File: config.mk
export PLATFORM = sky130hd
export DESIGN_NAME = sync_fifo_flat
export DESIGN_NICKNAME = d
export VERILOG_FILES = /design/src/rtl/fifo_pkg.sv /design/src/rtl/sync_fifo_if.sv /design/src/rtl/fifo_ram.sv /design/src/rtl/sync_fifo.sv /design/src/flat_wrapper.sv
export SDC_FILE = /design/constraint.sdc
export NUM_CORES = 1
export LEC_CHECK = 0
export CORE_AREA = 2 2 193 195
export DETAILED_ROUTE_END_ITERATION = 8
export DIE_AREA = 0 0 195 197
export GPL_TIMING_DRIVEN = 0
export HOLD_SLACK_MARGIN = 0.05
export PLACE_DENSITY = 0.78
export SYNTH_ARGS = -nofsm -noshare
export SYNTH_HDL_FRONTEND = slang
export SYNTH_SLANG_ARGS = --single-unit
File: constraint.sdc
create_clock -name clk -period 4.24 [get_ports clk]
set_input_delay 1.272 -clock clk [delete_from_list [all_inputs] [get_ports clk]]
set_output_delay 1.272 -clock clk [all_outputs]
set_load 0.01 [all_outputs]
File: src/rtl/fifo_pkg.sv
// Shared definitions for sync_fifo: default sizes, pointer-width helper and the sticky error record.
package fifo_pkg;

  localparam int unsigned DWIDTH_DEF = 32;
  localparam int unsigned DEPTH_DEF  = 16;

  typedef struct packed {
    logic overflow;
    logic underflow;
  } fifo_err_t;

  function automatic int unsigned ptr_w(input int unsigned depth);
    return $clog2(depth);
  endfunction

endpackage

File: src/rtl/sync_fifo_if.sv
// Handshake/data bundle between a producer/consumer (master) and sync_fifo (slave).
interface sync_fifo_if
  import fifo_pkg::*;
#(
  parameter int unsigned DWIDTH = DWIDTH_DEF,
  parameter int unsigned DEPTH  = DEPTH_DEF
);

  localparam int unsigned LVL_W = ptr_w(DEPTH) + 1;

  logic              wr_en;
  logic [DWIDTH-1:0] din;
  logic              rd_en;
  logic              flush;
  logic              clr_err;
  logic [DWIDTH-1:0] dout;
  logic              dout_vld;
  logic              empty;
  logic              full;
  logic              almost_empty;
  logic              almost_full;
  logic [LVL_W-1:0]  level;
  logic              overflow;
  logic              underflow;

  modport master (
    output wr_en, din, rd_en, flush, clr_err,
    input  dout, dout_vld, empty, full, almost_empty, almost_full, level, overflow, underflow
  );

  modport slave (
    input  wr_en, din, rd_en, flush, clr_err,
    output dout, dout_vld, empty, full, almost_empty, almost_full, level, overflow, underflow
  );

endinterface

File: src/rtl/fifo_ram.sv
// Simple dual-port register array: synchronous write, read port registered (REG_RD=1) or combinational.
module fifo_ram
  import fifo_pkg::*;
#(
  parameter int unsigned DWIDTH = DWIDTH_DEF,
  parameter int unsigned DEPTH  = DEPTH_DEF,
  parameter bit          REG_RD = 1'b1
) (
  input  logic                     clk,
  input  logic                     rst,
  input  logic                     we,
  input  logic [ptr_w(DEPTH)-1:0]  waddr,
  input  logic [DWIDTH-1:0]        wdata,
  input  logic                     re,
  input  logic [ptr_w(DEPTH)-1:0]  raddr,
  output logic [DWIDTH-1:0]        rdata
);

  logic [DWIDTH-1:0] mem_q [DEPTH];

  // Storage is intentionally not reset.
  always_ff @(posedge clk) begin
    if (we) mem_q[waddr] <= wdata;
  end

  generate
    if (REG_RD) begin : g_reg_rd
      logic [DWIDTH-1:0] rdata_d;
      logic [DWIDTH-1:0] rdata_q;

      always_comb begin
        rdata_d = rdata_q;
        if (re) rdata_d = mem_q[raddr];
      end

      always_ff @(posedge clk or posedge rst) begin
        if (rst) rdata_q <= '0;
        else     rdata_q <= rdata_d;
      end

      assign rdata = rdata_q;
    end else begin : g_comb_rd
      logic unused_c;
      assign unused_c = rst ^ re;
      assign rdata    = mem_q[raddr];
    end
  endgenerate

endmodule

File: src/rtl/sync_fifo.sv
// Single-clock FIFO with level count, almost flags, flush and sticky overflow/underflow.
// Define SYNC_FIFO_FWFT_EN for first-word-fall-through; default is registered-read mode.
module sync_fifo
  import fifo_pkg::*;
#(
  parameter int unsigned DWIDTH    = DWIDTH_DEF,
  parameter int unsigned DEPTH     = DEPTH_DEF,
  parameter int unsigned AFULL_TH  = DEPTH - 2,
  parameter int unsigned AEMPTY_TH = 2
) (
  input  logic        clk,
  input  logic        rst,
  sync_fifo_if.slave  bus
);

  localparam int unsigned AW    = ptr_w(DEPTH);
  localparam int unsigned LVL_W = AW + 1;
`ifdef SYNC_FIFO_FWFT_EN
  localparam bit FWFT = 1'b1;
`else
  localparam bit FWFT = 1'b0;
`endif

  logic [AW-1:0]    wr_ptr_d, wr_ptr_q;
  logic [AW-1:0]    rd_ptr_d, rd_ptr_q;
  logic [LVL_W-1:0] level_d,  level_q;
  logic             empty_d,  empty_q;
  logic             full_d,   full_q;
  logic             aempty_d, aempty_q;
  logic             afull_d,  afull_q;
  logic             dout_vld_d, dout_vld_q;
  fifo_err_t        err_d,    err_q;
  logic             wr_acc_c, rd_acc_c;
  logic             ram_we_c, ram_re_c;
  logic [DWIDTH-1:0] ram_rdata;

  // Acceptance uses the flags registered at the start of the cycle; flush overrides both ports.
  always_comb begin
    wr_acc_c   = bus.wr_en && !full_q;
    rd_acc_c   = bus.rd_en && !empty_q;
    wr_ptr_d   = wr_ptr_q;
    rd_ptr_d   = rd_ptr_q;
    level_d    = level_q;
    err_d      = err_q;
    dout_vld_d = 1'b0;

    if (bus.clr_err) err_d = '0;

    if (bus.flush) begin
      wr_ptr_d = '0;
      rd_ptr_d = '0;
      level_d  = '0;
    end else begin
      if (wr_acc_c) wr_ptr_d = wr_ptr_q + AW'(1);
      if (rd_acc_c) rd_ptr_d = rd_ptr_q + AW'(1);
      case ({wr_acc_c, rd_acc_c})
        2'b10:   level_d = level_q + LVL_W'(1);
        2'b01:   level_d = level_q - LVL_W'(1);
        default: level_d = level_q;
      endcase
      if (bus.wr_en && full_q)  err_d.overflow  = 1'b1;
      if (bus.rd_en && empty_q) err_d.underflow = 1'b1;
      dout_vld_d = rd_acc_c;
    end

    empty_d  = (level_d == '0);
    full_d   = (level_d == LVL_W'(DEPTH));
    aempty_d = (level_d <= LVL_W'(AEMPTY_TH));
    afull_d  = (level_d >= LVL_W'(AFULL_TH));
`ifdef SYNC_FIFO_FWFT_EN
    dout_vld_d = !empty_d;
`endif
  end

  always_ff @(posedge clk or posedge rst) begin
    if (rst) begin
      wr_ptr_q   <= '0;
      rd_ptr_q   <= '0;
      level_q    <= '0;
      empty_q    <= 1'b1;
      full_q     <= 1'b0;
      aempty_q   <= 1'b1;
      afull_q    <= 1'b0;
      dout_vld_q <= 1'b0;
      err_q      <= '0;
    end else begin
      wr_ptr_q   <= wr_ptr_d;
      rd_ptr_q   <= rd_ptr_d;
      level_q    <= level_d;
      empty_q    <= empty_d;
      full_q     <= full_d;
      aempty_q   <= aempty_d;
      afull_q    <= afull_d;
      dout_vld_q <= dout_vld_d;
      err_q      <= err_d;
    end
  end

  assign ram_we_c = wr_acc_c && !bus.flush;
  assign ram_re_c = rd_acc_c && !bus.flush;

  fifo_ram #(
    .DWIDTH (DWIDTH),
    .DEPTH  (DEPTH),
    .REG_RD (!FWFT)
  ) u_ram (
    .clk   (clk),
    .rst   (rst),
    .we    (ram_we_c),
    .waddr (wr_ptr_q),
    .wdata (bus.din),
    .re    (ram_re_c),
    .raddr (rd_ptr_q),
    .rdata (ram_rdata)
  );

  assign bus.dout         = ram_rdata;
  assign bus.dout_vld     = dout_vld_q;
  assign bus.level        = level_q;
  assign bus.empty        = empty_q;
  assign bus.full         = full_q;
  assign bus.almost_empty = aempty_q;
  assign bus.almost_full  = afull_q;
  assign bus.overflow     = err_q.overflow;
  assign bus.underflow    = err_q.underflow;

endmodule

File: src/flat_wrapper.sv
// flat-port wrapper written by rule: the top's interface ports become plain ports
module sync_fifo_flat import fifo_pkg::*;
#(
  parameter int unsigned DWIDTH    = DWIDTH_DEF,
  parameter int unsigned DEPTH     = DEPTH_DEF,
  parameter int unsigned AFULL_TH  = DEPTH - 2,
  parameter int unsigned AEMPTY_TH = 2
)
  (clk, rst, bus_wr_en, bus_din, bus_rd_en, bus_flush, bus_clr_err, bus_dout, bus_dout_vld, bus_empty, bus_full, bus_almost_empty, bus_almost_full, bus_level, bus_overflow, bus_underflow);
  sync_fifo_if #(.DWIDTH(DWIDTH), .DEPTH(DEPTH)) bus_i ();
  input  logic clk;
  input  logic rst;
  input wire logic [$bits(bus_i.wr_en)-1:0] bus_wr_en;
  input wire logic [$bits(bus_i.din)-1:0] bus_din;
  input wire logic [$bits(bus_i.rd_en)-1:0] bus_rd_en;
  input wire logic [$bits(bus_i.flush)-1:0] bus_flush;
  input wire logic [$bits(bus_i.clr_err)-1:0] bus_clr_err;
  output wire logic [$bits(bus_i.dout)-1:0] bus_dout;
  output wire logic [$bits(bus_i.dout_vld)-1:0] bus_dout_vld;
  output wire logic [$bits(bus_i.empty)-1:0] bus_empty;
  output wire logic [$bits(bus_i.full)-1:0] bus_full;
  output wire logic [$bits(bus_i.almost_empty)-1:0] bus_almost_empty;
  output wire logic [$bits(bus_i.almost_full)-1:0] bus_almost_full;
  output wire logic [$bits(bus_i.level)-1:0] bus_level;
  output wire logic [$bits(bus_i.overflow)-1:0] bus_overflow;
  output wire logic [$bits(bus_i.underflow)-1:0] bus_underflow;
  assign bus_i.wr_en = bus_wr_en;
  assign bus_i.din = bus_din;
  assign bus_i.rd_en = bus_rd_en;
  assign bus_i.flush = bus_flush;
  assign bus_i.clr_err = bus_clr_err;
  assign bus_dout = bus_i.dout;
  assign bus_dout_vld = bus_i.dout_vld;
  assign bus_empty = bus_i.empty;
  assign bus_full = bus_i.full;
  assign bus_almost_empty = bus_i.almost_empty;
  assign bus_almost_full = bus_i.almost_full;
  assign bus_level = bus_i.level;
  assign bus_overflow = bus_i.overflow;
  assign bus_underflow = bus_i.underflow;
  sync_fifo #(.DWIDTH(DWIDTH), .DEPTH(DEPTH), .AFULL_TH(AFULL_TH), .AEMPTY_TH(AEMPTY_TH)) u_core (.clk(clk), .rst(rst), .bus(bus_i));
endmodule
# == After elaboration in Yosys (flattened, before gate mapping) ==
# Memories as Yosys holds them, arrays and structs flattened. A register that Yosys moved wholly into a read port is not among the register bits.
# Index checks and enable logic that the tools add are counted.
# word_totals
mem_bits_rw,512
in_bits,38
memories,1
reg_bits,20
word_cells,45
out_inout_bits,44
# classes
n_lt_le_gt_ge,2
reduce_logical,12
n_eq_ne,3
add_sub_neg,4
muxes,13
# memory_table
memory,depth,word_bits,rd,rd_clocked_by_memory_dff,write_ports,line_no,text
u_core.u_ram.mem_q,16,32,1,1,1,fifo_ram.sv:19,logic [DWIDTH-1:0] mem_q [DEPTH];
# ops
op,count
4-bit two-way mux,4
5-bit case mux with 2 select lines,1
4-bit by 1-bit adder with 4-bit output (second input constant),2
1-bit logical AND,6
5-bit by 1-bit adder with 5-bit output (second input constant),1
5-bit equality test (second input constant),1
5-bit by 4-bit greater-or-equal comparator with 1-bit output (second input constant),1
5-bit by 2-bit less-or-equal comparator with 1-bit output (second input constant),1
5-bit zero test,1
1-bit two-way mux,5
5-bit two-way mux,1
5-bit by 1-bit subtractor with 5-bit output (second input constant),1
2-bit two-way mux,2
2-bit nonzero test,2
1-bit zero test,3
2-bit by 1-bit equality test with 1-bit output (second input constant),1
2-bit equality test (second input constant),1

# == Depth between registers and ports, before layout ==
# Gate-level depths: netlist of the first run.
# depth
word_depth,6
ltp_mapped,12
mapped_depth_nobuf,11

# == Hierarchy ==
# From an unflattened synthesis of the first run, not the netlist that was laid out.
# unflattened
hier_cells,994
area_unflattened_um2,21869.7
# modules_own_cells
module,cells_per_inst,area_each_um2,seq_area_each_um2,instances
fifo_ram,877,20724.9,16175.5,1
sync_fifo,117,1144.8,503.0,1

# == Worst setup path before layout of the first run ==
# No wires, ideal clock.
# synth_path
kind,in2reg
startpoint,in bus_wr_en
endpoint,"mem u_core.u_ram.mem_q[1][0] (netlist name), enable pin"
t_arrival_ns,4.117
setup_time_ns,0.461
setup_slack_ns,-0.338
required_time_ns,3.779
path_stages,6
n_path_buf,1
cell_sequence,nor2b_1 buf_2 inv_2 nor2_1 nand2_1 nor3_1
# synth_via
elab_chain_len,4
# synth_lines
element,line_no,text
"start, declared",flat_wrapper.sv:13,input wire logic [$bits(bus_i.wr_en)-1:0] bus_wr_en;
1-bit logical AND,sync_fifo.sv:39,wr_acc_c = bus.wr_en && !full_q;
1-bit logical AND,sync_fifo.sv:99,assign ram_we_c = wr_acc_c && !bus.flush;
1-bit two-way mux,fifo_ram.sv:23,if (we) mem_q[waddr] <= wdata;
1-bit two-way mux (not written as such),fifo_ram.sv:23,
"end, declared",fifo_ram.sv:19,
# No other way between the ends.

# == Worst setup path in the final report of the first run ==
# layout_path
startpoint,in bus_wr_en
endpoint,"mem u_core.u_ram.mem_q[0][27] (netlist name), enable pin"
# Same word-level chain as after synthesis.

==> out/metrics.yaml, run 1 <==
die:
  die_w_um: 195
  dieHeight_um: 197
  initial_core_util_pct: 59.36
  num_io_pins: 82
  die_area_um2: 38420
  coreArea_um2: 36260
  fp-row-count: 70
critical_path:
  crit_arrival_ns: 4.13
  rr_endpoint: "u_core.bus.full$_DFF_PP0_"
  cp_max_fo: 9
  crit_required_ns: 4.49
  r2r_cells: 9
  r2r_start: "u_core.bus.empty$_DFF_PP1_"
  endpoint: "u_core.u_ram.mem_q[0][27]$_DFFE_PP_"
  path_class: "in2reg"
  start_kind: "input port"
  rrSetupSlack_ns: 1.04
  startpoint: "bus_wr_en"
  end_kind: "flop"
clocking:
  root_buffer: "clkbuf_16"
  htreeDepth: 2
  worstSkewPairLatency_ns: 0.57
  post_cts_buffers: 0
  cts_buffers: 52
  hold_buffers: 0
  cts_tree: "built"
  cts.sinks: 564
  clk_path_buf_depth: 3
  clk_pin_slew_ns: 0.06
  cts_resized: 0
hold_path:
  min_path_type: "reg2reg"
layout:
  multiInputGateArea_um2: 4692
  fillers: 2114
  regArea_um2: 16680
  nNetsFinal: 1118
  stdcell_count: 1583
  synthToLayoutAreaGrowth_pct: 17.67
  antenna_cells: 0
  drive_above_1_share_pct: 30.58
placed_design:
  globalplace.congestion: 0.7840
  port_buffers: 81
  dp_cells: 1487
  place_hpwl_um: 27620
  post-place-ws_ns: -0.1387
power_and_ir_drop:
  power_uw: 13790
  power_leakage_uw: 0.008000
  power.density_cell_area_nw_per_um2: 544.4
  ir_worst_vdd_mv: 0.4494
synthesis:
  syn_nets: 957
  synth_area_um2: 21520
  synth_top_area_share_pct: 71.43
  async_flop_share_pct: 9.220
  yosysSeqAreaShare_pct: 77.49
  synthCells: 912
  synth_ff_type: "edfxtp_1"
  ys_types: 39
  synth_seq_cells: 564
  synth_edf_count: 512
  syn_avg_cell_area_um2: 23.60
  synthTopCellsByArea: "edfxtp_1, mux4_2, dfrtp_1"
  ys_warn_count: 0
  synth_top_area_cell: "edfxtp_1"
global_routing:
  overflow: 0
  grt_max_degree: 38
  antenna_found_initial: 0
  grt_pass1_wl_um: 70750
  grt_pass1_vias: 10760
  grtUsageTotal_pct: 25.98
sta:
  worst_slew_pin_slew_ns: 1.173
  finalHoldViolations: 0
  finalCritPeriodShare_pct: 91.38
  rsz0062_at_grt: "no"
  slew_headroom_pct: 21.82
  setup_violations: 0
  final.setup_skew_ns: 0.01695
  drv_slew: 0
  min_period_ns: 3.875
  fmax_mhz: 258.1
  worst_slack_ns: 0.3653
job:
  drv_cap: 0
route:
  vias: 10440
  wl_met1_um: 18420
  vias_per_cell: 6.593
  met3_length_um: 4298
  drc_errors: 0
  drt_wl_total_um: 48370
  top_layer_used: "met4"
  wl_per_cell_um: 30.56
  wl_met2_um: 24160
  antenna_left: 0
  drtIter0Drc: 1217
  first_pass_iters: 5
outcome:
  status: "finished clean"
-- metal layers --
layer,track usage [%],vias up
met1,35.55,5547
met2,42.86,615
met3,4.860,109
met5,0,-
li1,-,4166
met4,9.302,0
-- critical path, cell delays in order --
cell             delay [ns]
clkdlybuf4s50_1        0.47
nor2b_1                0.13
buf_2                  0.21
inv_2                  0.10
nor2_1                 0.28
nand2_1                0.32
nor3_2                 0.93
buf_4                  0.38
-- kinds of logic after synthesis --
logic type,Yosys count,synth area share [%]
buf+inv,58,1.250
fa+ha+maj,7,0.4069
flops,564,77.49
compound gates,15,0.5407
xor+xnor,9,0.3662
simple gates,65,1.430
mux,194,18.52
-- synth_stat cells, types with 2 or more instances --
| cell type | instances |
|---|---|
| edfxtp_1 | 512 |
| mux4_2 | 160 |
| dfrtp_1 | 50 |
| mux2_2 | 33 |
| nor2_1 | 25 |
| clkbuf_1 | 23 |
| nand2_1 | 15 |
| buf_4 | 12 |
| buf_1 | 8 |
| inv_1 | 8 |
| ha_1 | 7 |
| nor3_1 | 6 |
| buf_2 | 5 |
| xor2_1 | 5 |
| a21oi_1 | 4 |
| nand4_1 | 4 |
| xnor2_1 | 4 |
| nand2b_1 | 3 |
| nor4_1 | 3 |
| a31o_2 | 2 |
| dfstp_2 | 2 |
| inv_2 | 2 |
| nand3_1 | 2 |
| nor3b_1 | 2 |
-- power by group --
part | total, uW | switching, uW | internal, uW
sequential | 6470 | 139 | 6330
combinational | 2280 | 1050 | 1230
clock | 5040 | 1980 | 3060
-- cells in the final DEF (no fill, tap or decap), types with 7 or more instances in the layout --
cell type / count
dfrtp_1: 50
clkdlybuf4s50_1: 81
nor2_4: 12
clkinv_1: 10
clkbuf_16: 53
inv_1: 7
nand2_1: 15
clkinv_2: 11
buf_1: 8
mux4_2: 160
bufinv_16: 12
ha_1: 7
edfxtp_1: 512
clkbuf_1: 29
mux2_2: 33
nor2_1: 13
buf_4: 16
buf_12: 11
buf_6: 7
-- final cells by class --
type	instances	area share (%)
flip-flops and latches	564	65.85
multi-input cells	290	18.53
clock buffers	62	5.489
repair buffers	107	4.935
well taps	468	2.312
clock inverters	34	1.823
plain buffers	48	0.9139
inverters	10	0.1482
-- state kept, by name, indices dropped and copies added (netlist names) --
signal	flops
u_core.rd_ptr_q	4
u_core.u_ram.rdata	32
u_core.bus.level	5
u_core.bus.underflow	1
u_core.bus.full	1
u_core.bus.dout_vld	1
u_core.bus.empty	1
u_core.bus.almost_full	1
u_core.u_ram.mem_q	512
u_core.bus.almost_empty	1
u_core.bus.overflow	1
u_core.wr_ptr_q	4
-- through the flow --
| step | instance area, um2 | setup TNS, ns | utilization (%) | hold WS [ns] |
|---|---|---|---|---|
| floorplan | 21530 | -32.31 | - | 0.5259 |
| global placement | 22920 | -1027.42 | 63.22 | 0.4881 |
| detailed placement | 23480 | -2.820 | 64.74 | 0.4952 |
| CTS | 25330 | 0 | 69.85 | 0.5091 |
| global route | 25330 | 0 | 69.85 | 0.5266 |
| finish | 25330 | 0 | 69.85 | 0.5066 |
-- how the worst min path moves through the flow --
| stage | from | end | slack (ns) | cells after the start |
|---|---|---|---|---|
| 2_1_floorplan | u_core.bus.empty$_DFF_PP1_ | u_core.bus.underflow$_DFF_PP0_ | 0.53 | 2 |
| 3_3_place_gp | u_core.u_ram.rdata[2]$_DFFE_PP0P_ | u_core.u_ram.rdata[2]$_DFFE_PP0P_ | 0.49 | 1 |
| 3_5_place_dp | u_core.u_ram.rdata[27]$_DFFE_PP0P_ | u_core.u_ram.rdata[27]$_DFFE_PP0P_ | 0.50 | 1 |
| 4_1_cts | u_core.u_ram.rdata[15]$_DFFE_PP0P_ | u_core.u_ram.rdata[15]$_DFFE_PP0P_ | 0.51 | 1 |
| 5_1_grt | u_core.u_ram.rdata[16]$_DFFE_PP0P_ | u_core.u_ram.rdata[16]$_DFFE_PP0P_ | 0.53 | 1 |
| 6_report | u_core.u_ram.rdata[15]$_DFFE_PP0P_ | u_core.u_ram.rdata[15]$_DFFE_PP0P_ | 0.51 | 1 |
Power figures use the tool's default switching activity.
==> run 2, diff against run 1 <==
--- a/config.mk
+++ b/config.mk
@@ -8,6 +8,7 @@
 export CORE_AREA = 2 2 193 195
 export DETAILED_ROUTE_END_ITERATION = 8
 export DIE_AREA = 0 0 195 197
+export GPL_ROUTABILITY_DRIVEN = 0
 export GPL_TIMING_DRIVEN = 0
 export HOLD_SLACK_MARGIN = 0.05
 export PLACE_DENSITY = 0.78
==> results of run 2 <==
The final DEF is identical to that of run 1; final timing and power are the same.
